**config.mk**
```make
export PLATFORM = sky130hd
export DESIGN_NAME = line_renderer_flat
export DESIGN_NICKNAME = d
export VERILOG_FILES = /design/src/rtl/line_renderer_if.sv /design/src/rtl/line_renderer.sv /design/src/flat_wrapper.sv
export SDC_FILE = /design/constraint.sdc
export NUM_CORES = 1
export LEC_CHECK = 0
export ABC_AREA = 1
export BUFFER_PORTS_ARGS = -buffer_cell sky130_fd_sc_hd__buf_2
export CORE_MARGIN = 1
export CORE_UTILIZATION = 62
export CTS_CLUSTER_SIZE = 12
export DETAILED_ROUTE_END_ITERATION = 16
export PLACE_DENSITY = 0.82
export SYNTH_ARGS = -nofsm -noshare
export SYNTH_HDL_FRONTEND = slang
export SYNTH_SLANG_ARGS = --single-unit
export TNS_END_PERCENT = 30
```
**constraint.sdc**
```tcl
create_clock -name clk -period 5.5 [get_ports clk]
set_clock_uncertainty 0.2 [all_clocks]
set_input_delay 0.55 -clock clk [delete_from_list [all_inputs] [get_ports clk]]
set_output_delay 0.55 -clock clk [all_outputs]
set_load 0.01 [all_outputs]
```
**src/rtl/line_renderer_if.sv**
```systemverilog
// Line command and pixel-write bundle between the animation stage, line_renderer and the frame buffer.
// The master side issues commands and observes status; the slave side is the renderer.
interface line_renderer_if #(
  parameter int X_WIDTH = 10,
  parameter int Y_WIDTH = 9
);
  logic               start;
  logic [X_WIDTH-1:0] x0;
  logic [X_WIDTH-1:0] x1;
  logic [Y_WIDTH-1:0] y0;
  logic [Y_WIDTH-1:0] y1;
  logic               color_in;
  logic               busy;
  logic               plot;
  logic [X_WIDTH-1:0] x;
  logic [Y_WIDTH-1:0] y;
  logic               pixel_color;
  logic               done;

  modport master (
    output start, x0, y0, x1, y1, color_in,
    input  busy, plot, x, y, pixel_color, done
  );

  modport slave (
    input  start, x0, y0, x1, y1, color_in,
    output busy, plot, x, y, pixel_color, done
  );
endinterface

```
**src/rtl/line_renderer.sv**
```systemverilog
// Bresenham line rasteriser: one pixel per clock from (x0,y0) to (x1,y1), start/busy/done handshake.
// Optional macro LINE_CLIP_EN suppresses plot strobes for points outside MAX_X x MAX_Y.
//
//   state   | meaning
//   IDLE    | waiting for start, endpoints and colour latched on acceptance
//   SETUP   | derive dx/dy/sx/sy/err, load current point with (x0,y0)
//   DRAW    | present current point, step towards (x1,y1)
//   DONE    | one-cycle done pulse, back to IDLE
module line_renderer #(
  parameter int X_WIDTH = 10,
  parameter int Y_WIDTH = 9,
  parameter int MAX_X   = 640,
  parameter int MAX_Y   = 480
) (
  input logic            clk,
  input logic            reset,
  line_renderer_if.slave bus
);
  localparam int DW = X_WIDTH + 2;
  localparam int EW = X_WIDTH + 3;

  localparam logic [1:0] S_IDLE  = 2'd0;
  localparam logic [1:0] S_SETUP = 2'd1;
  localparam logic [1:0] S_DRAW  = 2'd2;
  localparam logic [1:0] S_DONE  = 2'd3;

  localparam logic [X_WIDTH-1:0] X_ONE = 1;
  localparam logic [Y_WIDTH-1:0] Y_ONE = 1;
  localparam logic [X_WIDTH:0]   MAX_X_W = MAX_X[X_WIDTH:0];
  localparam logic [Y_WIDTH:0]   MAX_Y_W = MAX_Y[Y_WIDTH:0];

  logic [1:0]          state_q, state_d;
  logic [X_WIDTH-1:0]  x0_q, x0_d, x1_q, x1_d, x_q, x_d;
  logic [Y_WIDTH-1:0]  y0_q, y0_d, y1_q, y1_d, y_q, y_d;
  logic                color_q, color_d;
  logic signed [DW-1:0] dx_q, dx_d, dy_q, dy_d, err_q, err_d;
  logic                sx_q, sx_d, sy_q, sy_d;

  logic signed [DW-1:0] x0_s, x1_s, y0_s, y1_s, adx, ady;
  logic signed [EW-1:0] e2, dx_e, dy_e;
  logic                 step_x, step_y, at_end, draw, in_range;

  assign x0_s = signed'(DW'(x0_q));
  assign x1_s = signed'(DW'(x1_q));
  assign y0_s = signed'(DW'(y0_q));
  assign y1_s = signed'(DW'(y1_q));
  assign adx  = (x1_s >= x0_s) ? (x1_s - x0_s) : (x0_s - x1_s);
  assign ady  = (y1_s >= y0_s) ? (y1_s - y0_s) : (y0_s - y1_s);

  // e2 gets one extra bit so doubling err can never wrap
  assign e2     = signed'({err_q, 1'b0});
  assign dx_e   = EW'(dx_q);
  assign dy_e   = EW'(dy_q);
  assign step_x = (e2 >= dy_e);
  assign step_y = (e2 <= dx_e);
  assign at_end = (x_q == x1_q) && (y_q == y1_q);

  always_comb begin
    state_d = state_q;
    x0_d    = x0_q;
    x1_d    = x1_q;
    y0_d    = y0_q;
    y1_d    = y1_q;
    color_d = color_q;
    x_d     = x_q;
    y_d     = y_q;
    dx_d    = dx_q;
    dy_d    = dy_q;
    err_d   = err_q;
    sx_d    = sx_q;
    sy_d    = sy_q;
    case (state_q)
      S_IDLE: begin
        if (bus.start) begin
          x0_d    = bus.x0;
          x1_d    = bus.x1;
          y0_d    = bus.y0;
          y1_d    = bus.y1;
          color_d = bus.color_in;
          state_d = S_SETUP;
        end
      end
      S_SETUP: begin
        dx_d    = adx;
        dy_d    = -ady;
        sx_d    = (x0_q < x1_q);
        sy_d    = (y0_q < y1_q);
        err_d   = adx - ady;
        x_d     = x0_q;
        y_d     = y0_q;
        state_d = S_DRAW;
      end
      S_DRAW: begin
        if (at_end) begin
          state_d = S_DONE;
        end else begin
          if (step_x) x_d = sx_q ? (x_q + X_ONE) : (x_q - X_ONE);
          if (step_y) y_d = sy_q ? (y_q + Y_ONE) : (y_q - Y_ONE);
          err_d = err_q + (step_x ? dy_q : '0) + (step_y ? dx_q : '0);
        end
      end
      S_DONE:  state_d = S_IDLE;
      default: state_d = S_IDLE;
    endcase
  end

  always_ff @(posedge clk) begin
    if (reset) begin
      state_q <= S_IDLE;
      x0_q    <= '0;
      x1_q    <= '0;
      y0_q    <= '0;
      y1_q    <= '0;
      color_q <= 1'b0;
      x_q     <= '0;
      y_q     <= '0;
      dx_q    <= '0;
      dy_q    <= '0;
      err_q   <= '0;
      sx_q    <= 1'b0;
      sy_q    <= 1'b0;
    end else begin
      state_q <= state_d;
      x0_q    <= x0_d;
      x1_q    <= x1_d;
      y0_q    <= y0_d;
      y1_q    <= y1_d;
      color_q <= color_d;
      x_q     <= x_d;
      y_q     <= y_d;
      dx_q    <= dx_d;
      dy_q    <= dy_d;
      err_q   <= err_d;
      sx_q    <= sx_d;
      sy_q    <= sy_d;
    end
  end

  assign draw     = (state_q == S_DRAW);
  assign in_range = ({1'b0, x_q} < MAX_X_W) && ({1'b0, y_q} < MAX_Y_W);

`ifdef LINE_CLIP_EN
  assign bus.plot = draw && in_range;
`else
  // off-screen points are still strobed; the frame buffer must drop them
  logic unused_in_range;
  assign unused_in_range = in_range;
  assign bus.plot        = draw;
`endif

  assign bus.busy        = (state_q != S_IDLE);
  assign bus.done        = (state_q == S_DONE);
  assign bus.x           = x_q;
  assign bus.y           = y_q;
  assign bus.pixel_color = draw && color_q;
endmodule

```
**src/flat_wrapper.sv**
```systemverilog
// flat-port wrapper written by rule: the top's interface ports become plain ports
module line_renderer_flat 
#(
  parameter int X_WIDTH = 10,
  parameter int Y_WIDTH = 9,
  parameter int MAX_X   = 640,
  parameter int MAX_Y   = 480
)
  (clk, reset, bus_start, bus_x0, bus_y0, bus_x1, bus_y1, bus_color_in, bus_busy, bus_plot, bus_x, bus_y, bus_pixel_color, bus_done);
  line_renderer_if #(.X_WIDTH(X_WIDTH), .Y_WIDTH(Y_WIDTH)) bus_i ();
  input logic clk;
  input logic reset;
  input wire logic [$bits(bus_i.start)-1:0] bus_start;
  input wire logic [$bits(bus_i.x0)-1:0] bus_x0;
  input wire logic [$bits(bus_i.y0)-1:0] bus_y0;
  input wire logic [$bits(bus_i.x1)-1:0] bus_x1;
  input wire logic [$bits(bus_i.y1)-1:0] bus_y1;
  input wire logic [$bits(bus_i.color_in)-1:0] bus_color_in;
  output wire logic [$bits(bus_i.busy)-1:0] bus_busy;
  output wire logic [$bits(bus_i.plot)-1:0] bus_plot;
  output wire logic [$bits(bus_i.x)-1:0] bus_x;
  output wire logic [$bits(bus_i.y)-1:0] bus_y;
  output wire logic [$bits(bus_i.pixel_color)-1:0] bus_pixel_color;
  output wire logic [$bits(bus_i.done)-1:0] bus_done;
  assign bus_i.start = bus_start;
  assign bus_i.x0 = bus_x0;
  assign bus_i.y0 = bus_y0;
  assign bus_i.x1 = bus_x1;
  assign bus_i.y1 = bus_y1;
  assign bus_i.color_in = bus_color_in;
  assign bus_busy = bus_i.busy;
  assign bus_plot = bus_i.plot;
  assign bus_x = bus_i.x;
  assign bus_y = bus_i.y;
  assign bus_pixel_color = bus_i.pixel_color;
  assign bus_done = bus_i.done;
  line_renderer #(.X_WIDTH(X_WIDTH), .Y_WIDTH(Y_WIDTH), .MAX_X(MAX_X), .MAX_Y(MAX_Y)) u_core (.clk(clk), .reset(reset), .bus(bus_i));
endmodule
```
# ---- Yosys cells after proc, flatten, opt, wreduce, memory -nomap -nowiden
# Cells that the tools add are included.
dict set report word_totals {
  ff_bits 98
  latch_bits 0
  ram_bits 0
  rom_bits 0
  inputBits 42
  output_inout_bits 23
  memories 0
}
dict set report classes {
  n_addsub 12
  mul 0
  div 0
  magnitude_cmp 6
  eq_ne 10
  n_shift 0
  mux 17
  n_bitwise 0
  n_reduce_logical 10
}
# op n
set op_table {}
lappend op_table {{two-way mux 12 bit} 5}
lappend op_table {{two-way mux 10 bit} 3}
lappend op_table {{two-way mux 9 bit} 3}
lappend op_table {{adder 12 bit} 2}
lappend op_table {{one-hot mux 12 bit (2 select lines)} 1}
lappend op_table {{subtractor 10 x 10 -> 11 bit} 2}
lappend op_table {{one-hot mux 10 bit (2 select lines)} 1}
lappend op_table {{subtractor 9 x 9 -> 10 bit} 2}
lappend op_table {{one-hot mux 9 bit (2 select lines)} 1}
lappend op_table {{>= comparator 13 x 12 -> 1 bit} 1}
lappend op_table {{<= comparator 13 x 12 -> 1 bit} 1}
lappend op_table {{negator 12 bit} 1}
lappend op_table {{subtractor 12 bit} 1}
lappend op_table {{adder 10 x 1 -> 10 bit (second input constant)} 1}
lappend op_table {{equality test 10 bit} 1}
lappend op_table {{>= comparator 10 bit} 1}
lappend op_table {{less-than comparator 10 bit} 1}
lappend op_table {{subtractor 10 x 1 -> 10 bit (second input constant)} 1}
lappend op_table {{adder 9 x 1 -> 9 bit (second input constant)} 1}
lappend op_table {{equality test 9 bit} 1}
lappend op_table {{>= comparator 9 bit} 1}
lappend op_table {{less-than comparator 9 bit} 1}
lappend op_table {{subtractor 9 x 1 -> 9 bit (second input constant)} 1}
lappend op_table {{one-hot mux 2 bit (4 select lines)} 1}
lappend op_table {{10 further kinds} 20}

# ---- Depth between registers and ports, before layout
# Gate-level depths: netlist of the first run.
dict set report logic_depth {
  ltp_word 6
  depth_mapped 30
  ltp_nobuf 29
}

# ---- Worst setup path before layout of the first run
# No wires, ideal clock.
dict set report synth_path {
  kind {register to register}
  startpoint {reg u_core.dx_q[10]}
  endpoint {reg u_core.err_q[11]}
  setup_ns 0.109
  t_arrival_ns 4.019
  slack_ns 1.172
  path_stages_with_launch 30
  synth_period_minus_slack_ns 4.328
  path_cell_list {dfxtp_1 -> inv_1 -> ha_1 -> nand2_1 -> nor2_1 -> and2_1 -> nand2_1 -> nand3_1 -> nand2_1 -> nand3_1 -> clkbuf_1 -> nand2_1 -> fa_1 -> inv_1 -> ha_1 -> inv_1 -> fa_1 -> or2_2 -> o21ai_0 -> nand4_1 -> nand2_1 -> nand2_1 -> nand2_1 -> a21oi_1 -> inv_1 -> nand3_1 -> nand3_1 -> nand3_1 -> nand2_1 -> inv_1}
}
dict set report synth_between {
  elab_chain_len 5
}
# element line
set synth_lines {}
lappend synth_lines {{from (decl)} line_renderer.sv:36} ;# logic signed [DW-1:0] dx_q, dx_d, dy_q, dy_d, err_q, err_d;
lappend synth_lines {{from (signal assigned)} line_renderer.sv:117} ;# dx_q <= '0;
lappend synth_lines {{from (signal assigned)} line_renderer.sv:131} ;# dx_q <= dx_d;
lappend synth_lines {{<= comparator 13 x 12 -> 1 bit} line_renderer.sv:55} ;# assign step_y = (e2 <= dx_e);
lappend synth_lines {{two-way mux 12 bit (*)} line_renderer.sv:99} ;# err_d = err_q + (step_x ? dy_q : '0) + (step_y ? dx_q : '0);
lappend synth_lines {{adder 12 bit (*)} line_renderer.sv:99}
lappend synth_lines {{two-way mux 12 bit (*)} line_renderer.sv:94} ;# if (at_end) begin
lappend synth_lines {{one-hot mux 12 bit (2 select lines) (*)} line_renderer.sv:72} ;# case (state_q)
lappend synth_lines {{to (signal assigned)} line_renderer.sv:133} ;# err_q <= err_d;
lappend synth_lines {{to (decl)} line_renderer.sv:36}
# Mark *: on every way between the ends. The rest lies on a longest branch, timed or not. The select of a mux whose other input is x is not followed.
# A chain may end at the register's enable or synchronous reset.

# ---- Final worst setup path of the first run
# Ends and elaborated chain as after synthesis.

==> flow_summary.json, run 1 <==
{
  "timing.critical_path.mode_cell": "nand2_1",
  "synth_common_cells": "218 x nand2_1, 196 x inv_1, 173 x a21oi_1, 141 x o21ai_0, 104 x ha_1",
  "rows": 42,
  "slew_violations": 0,
  "cts_buffers": 9,
  "hold_viol": 0,
  "grt_overflow_total": 0,
  "worstPathMaxFanout": 8,
  "synth_most_common_cell": "nand2_1",
  "max_stage_delay_ns": 0.46,
  "critPathKind": "reg2reg",
  "ys.flop_type": "dfxtp_1",
  "dr.pass1.iters": 5,
  "min_period_over_period": 0.840,
  "synth_cell_type_count": 51,
  "tns_ns": 0,
  "io_buffers": 64,
  "stdcell_count": 1485,
  "hold_class": "in2reg",
  "setup_viol_count_final": 0,
  "h-tree-depth": 3,
  "cts_hold_buf": 0,
  "fmax_mhz": 216,
  "synth_area_per_cell_um2": 6.87,
  "drtIter0Drc": 552,
  "root_buffer": "clkbuf_16",
  "top_layer_used": "met4",
  "final_nets": 1470,
  "ys_warn_count": 0,
  "design.die.area_um2": 14500,
  "wl_per_cell_um": 15.3,
  "seq_area_um2": 1940,
  "yosysSeqAreaShare": 0.223,
  "wl_met3_um": 1250,
  "insertion_delay_ns": 0.35,
  "die_w_um": 120,
  "crit_family": "simple AND/OR/NAND/NOR gates",
  "start_util": 0.646,
  "syn_area_um2": 8690,
  "synth_seq_cells": 97,
  "synth_enable_flop_cells": 0,
  "worstPathRequired_ns": 5.55,
  "rsz0062_at_grt": "no",
  "numClockSinks": 97,
  "yosysTopAreaCellShare": 0.223,
  "path_buf_inv": 5,
  "ys_async_sr_fraction": 0,
  "fin_crit_ns": 4.62,
  "antenna_found_initial": 0,
  "grt_use_total": 0.326,
  "antenna_cells": 0,
  "grt_pass1_vias": 7834,
  "wl_met2_um": 10200,
  "fillers": 1240,
  "final_util": 0.695,
  "critical-path-slowest-cell": "fa_1",
  "postCtsSetupBuffers": 0,
  "gp_congestion": 0.958,
  "end_kind": "flip-flop",
  "cp-start-kind": "flip-flop",
  "cts_resized": 0,
  "worstSetupStartpoint": "u_core.dx_q[10]",
  "max-clock-path-buffers": 2,
  "synth_nets": 1430,
  "grt_max_degree": 78,
  "ant_nets": 0,
  "multi_input_area_um2": 5790,
  "outcome": "finished clean",
  "io_pins": 65,
  "syn_inst": 1265,
  "route.detailed.drc": 0,
  "wl_met1_um": 10300,
  "drv_cap": 0,
  "hold_start": "bus_color_in",
  "tritoncts": "built",
  "synth_area_leaders": "dfxtp_1 22%, ha_1 15%, a21oi_1 10%",
  "dp_hpwl_um": 17800,
  "cp_data_arrival_time_ns": 4.67,
  "drive_gt1_frac": 0.0924,
  "dp_cells": 1470,
  "r2r-start": "u_core.dx_q[10]",
  "max_slew.worst_pin.slew_ns": 0.991,
  "clk_pin_slew_ns": 0.07,
  "routed_wl_um": 22700,
  "grt_pass1_wl_um": 37400,
  "area_delta_synth_final_pct": 7.57,
  "max_slew_margin": 0.337,
  "core-area_um2": 13500,
  "die_h_um": 120,
  "synth_top_area_cell": "dfxtp_1",
  "num_vias": 8413,
  "routed_via_density": 5.67
}
==> per-stage QoR <==
stage	instance area [um^2]	setup WS [ns]	hold WS, ns
floorplan	8690	1.17	0.251
CTS	9350	0.877	0.244
finish	9350	0.880	0.245
global placement	9090	1.06	0.262
detailed placement	9090	0.903	0.270
global route	9350	0.445	0.289
==> per-layer routing <==
layer  GRT usage  up-vias
li1            -     4244
met1       0.430     3813
met2       0.526      298
met3      0.0358       58
met4       0.168        0
met5           0        -
==> worst paths after layout <==
kind                                         end  slack, ns  cells after the start
worst max-delay path            u_core.err_q[11]       0.88                     28
worst min-delay path              u_core.color_q       0.25                      3
worst max register to register  u_core.err_q[11]       0.88                     28
worst min register to register    u_core.color_q       0.28                      2
==> flip-flops by register name, indices dropped and copies added, names as in the netlist <==
signal and cells:
u_core.bus.x 10, u_core.bus.y 9, u_core.color_q 1, u_core.dx_q 11
u_core.dy_q 12, u_core.err_q 12, u_core.state_q 2, u_core.sx_q 1
u_core.sy_q 1, u_core.x0_q 10, u_core.x1_q 10, u_core.y0_q 9
u_core.y1_q 9
==> worst register-to-register path: cells and delay by family, from the launching register on <==
kind | cells | cell delay, ns
adder cells (fa/ha/maj) | 4 | 1.36
AND/OR/NAND/NOR | 17 | 1.93
AO/OA/AOI/OAI | 2 | 0.33
flip-flops | 1 | 0.39
buffers and inverters | 5 | 0.34
==> placed cells by master (no fill, tap or decap), drive strengths merged <==
cell and count:
o21ai 146, a22oi 1, nand3 47, nor2 65, xnor2 16, o2111ai 1
a211oi 3, inv 200, a41oi 1, o21a 4, nor4 2, xor2 42
clkbuf 11, clkinvlp 1, or2 5, o221a 1, and2 2, a21oi 175
a21boi 2, clkinv 4, o221ai 1, o31a 2, nand2b 1, buf 72
fa 19, o31ai 1, nand2 228, mux2i 2, o22ai 2, dfxtp 97
nor3 11, ha 104, a31oi 6, o211ai 5, and3 1, o21bai 4
a21o 6, nand4 18
==> kinds of logic after synthesis <==
group / after synthesis / share of synthesized area
flip-flops: 97 / 0.223
XOR/XNOR: 58 / 0.0584
AND/OR/NAND/NOR: 380 / 0.190
multiplexers: 2 / 0.00230
AO/OA/AOI/OAI: 361 / 0.221
buffers and inverters: 244 / 0.111
adder cells (fa/ha/maj): 123 / 0.193
==> cell type report <==
class,instances,area share
Clock buffer,11,0.0249
Clock inverter,4,0.00321
Inverter,201,0.0813
Multi-Input combinational cell,924,0.619
Sequential cell,97,0.208
Tap cell,176,0.0235
Timing Repair Buffer,72,0.0407
Power of run 1 is left out: the tool's default activity adds up to more than one toggle a clock period on the data nets, which glitch-free logic cannot reach.
==> inputs of run 2 (changes only) <==
ABC_AREA = 0   (was 1)
clock period = 4.4 ns   (was 5.5 ns; I/O delays follow)
==> run 2 against run 1 <==
Compared with the run above: non-clock buffer count rose by 98; hold slack worse by 0.14 ns; cell area rose by 9.1%; synthesized cell count is 13% lower; routed wire length is 5.9% higher; first-iteration DRC count grew 40%; area after synthesis down 0.52%; register-to-register slack got worse by 0.83 ns; global-route usage is 1.5 points higher; critical path type unchanged; highest routed layer unchanged.
==> flow_summary.json, run 2 <==
{
  "outcome": "finished clean",
  "area_delta_synth_final_pct": 18.0,
  "worstPathMaxFanout": 5,
  "num_vias": 8313,
  "design.die.area_um2": 14400,
  "ant_nets": 0,
  "cts_buffers": 9,
  "rsz0062_at_grt": "yes",
  "max_stage_delay_ns": 0.43,
  "critPathKind": "reg2reg",
  "crit_family": "compound AO/OA/AOI/OAI gates",
  "cp_data_arrival_time_ns": 4.43,
  "synth_area_per_cell_um2": 7.83,
  "hold_viol": 0,
  "fmax_mhz": 230,
  "ys_warn_count": 0,
  "synth_cell_type_count": 74,
  "synth_most_common_cell": "nand2_1",
  "cp-start-kind": "flip-flop",
  "grt_overflow_total": 0,
  "min_period_over_period": 0.990,
  "synth_top_area_cell": "dfxtp_1",
  "route.detailed.drc": 0,
  "slew_violations": 0,
  "routed_via_density": 5.88,
  "end_kind": "flip-flop",
  "top_regs": "u_core.dy_q x12, u_core.err_q x12, u_core.dx_q x11",
  "antenna_cells": 0,
  "critical-path-slowest-cell": "fa_1",
  "drtIter0Drc": 771,
  "setup_viol_count_final": 0,
  "numClockSinks": 97,
  "dp_hpwl_um": 18800,
  "antenna_found_initial": 0,
  "synth_area_leaders": "dfxtp_1 22%, ha_1 15%, xnor2_1 6.0%",
  "fin_crit_ns": 4.35,
  "r2r_slack_ns": 0.05,
  "clk_pin_slew_ns": 0.07,
  "layout_commonest_cell": "nand2_1",
  "grt_pass1_vias": 7900,
  "max_slew_margin": 0.315,
  "syn_area_um2": 8650,
  "hold_start": "bus_x0[6]",
  "tritoncts": "built",
  "ys_async_sr_fraction": 0,
  "h-tree-depth": 3,
  "timing.critical_path.mode_cell": "a21o_1",
  "path_cells": "inv_1, ha_1, a21o_1, a21oi_2, o31ai_4, a21o_1, nor2_4, mux2_2, fa_1, a21o_1, a21oi_1, nor2b_1, o21a_1, o41ai_4, o21ai_0, xor2_1, nand2_1, a311oi_1",
  "max-clock-path-buffers": 2,
  "drv_cap": 0,
  "io_buffers": 64,
  "io_pins": 65,
  "yosysSeqAreaShare": 0.225,
  "layout_common_cells": "133 x nand2_1, 129 x inv_1, 107 x buf_4",
  "hold_class": "in2reg",
  "routed_wl_um": 24000,
  "path_buf_inv": 1,
  "grt_max_degree": 59,
  "grt_use_total": 0.341,
  "r2r-start": "u_core.x1_q[8]",
  "drive_gt1_frac": 0.191,
  "rows": 42,
  "start_util": 0.645,
  "root_buffer": "clkbuf_16",
  "tns_ns": 0,
  "insertion_delay_ns": 0.36,
  "worstPathRequired_ns": 4.47,
  "synth_common_cells": "133 x nand2_1, 129 x inv_1, 104 x ha_1, 100 x a21oi_1, 97 x dfxtp_1",
  "yosysTopAreaCellShare": 0.225,
  "syn_inst": 1105,
  "final_nets": 1398,
  "synth_nets": 1270,
  "worstSetupStartpoint": "u_core.x1_q[8]",
  "grt_pass1_wl_um": 38700,
  "synth_seq_cells": 97,
  "ys.flop_type": "dfxtp_1",
  "core-area_um2": 13400,
  "die_w_um": 120,
  "wl_per_cell_um": 17.0,
  "synth_enable_flop_cells": 0,
  "dr.pass1.iters": 5,
  "max_slew.worst_pin.slew_ns": 1.03,
  "die_h_um": 120,
  "gp_congestion": 0.967
}
-- run 2: cell count changes after synthesis, moves of 30 or more --
cell / change
nand2_1: -85
inv_1: -67
xor2_1: -31
mux2i_1: +30
xnor2_1: +43
a21oi_1: -73
o21ai_0: -112
-- run 2: cell families (layout without fill, tap and decap cells) --
kind of cell | count (synthesis) | count (layout) | synth area share
fa+ha+maj | 123 | 123 | 0.194
flops | 97 | 97 | 0.225
simple gates | 324 | 324 | 0.174
mux | 33 | 33 | 0.0383
xor+xnor | 70 | 70 | 0.0709
buf+inv | 183 | 316 | 0.0833
compound gates | 275 | 275 | 0.214
-- run 2: cell type report --
cell class / instances / area (um^2)
clock buffers: 10 / 239
clock inverters: 6 / 56.3
fillers: 1012 / 3200
inverters: 130 / 488
multi-input cells: 825 / 6140
flip-flops and latches: 97 / 1940
well taps: 176 / 220
repair buffers: 170 / 1120
-- run 2: through the flow --
step	cells	hold WS, ns	instance area [um^2]	setup slack, ns	util
after global placement	1396	0.242	9760	0.0582	0.728
after detailed placement	1396	0.259	9760	-0.105	0.728
after CTS	1413	0.104	10100	0.00353	0.752
final	1414	0.105	10200	0.0459	0.761
after global routing	1414	0.101	10200	-0.191	0.761
after floorplan	1105	0.232	8670	-0.0135	-
-- run 2: worst paths after layout --
path	depth (start not counted)	to
worst min-delay path	3	u_core.x0_q[6]
worst max-delay path	18	u_core.err_q[10]
worst max register to register	18	u_core.err_q[10]
worst min register to register	2	u_core.color_q
-- run 2: what timing repair did --
| item | 4_1_cts | 5_1_grt |
|---|---|---|
| setup buffers | 1 | 1 |
| endpoints found under the setup margin | 4 | 6 |
| gates resized for setup | 6 | 29 |
| pin swaps | 5 | 13 |
| gates cloned | 0 | 0 |
| hold buffers | 0 | 0 |
-- run 2: worst reg2reg max path: stages, from the launching register on --
cell and delay [ns]:
dfxtp_1 0.34, inv_1 0.05, ha_1 0.31, a21o_1 0.20
a21oi_2 0.19, o31ai_4 0.11, a21o_1 0.22, nor2_4 0.20
mux2_2 0.42, fa_1 0.43, a21o_1 0.17, a21oi_1 0.21
nor2b_1 0.07, o21a_1 0.22, o41ai_4 0.28, o21ai_0 0.17
xor2_1 0.15, nand2_1 0.08, a311oi_1 0.26
-- run 2: metal layers --
metal  vias up  wire [um]  GRT usage
met5         -          0          0
met4         0        741      0.120
met3        53       1800     0.0642
met2       336      10900      0.556
met1      3877      10600      0.448
li1       4047          -          -
Power of run 2 is left out for the same reason.
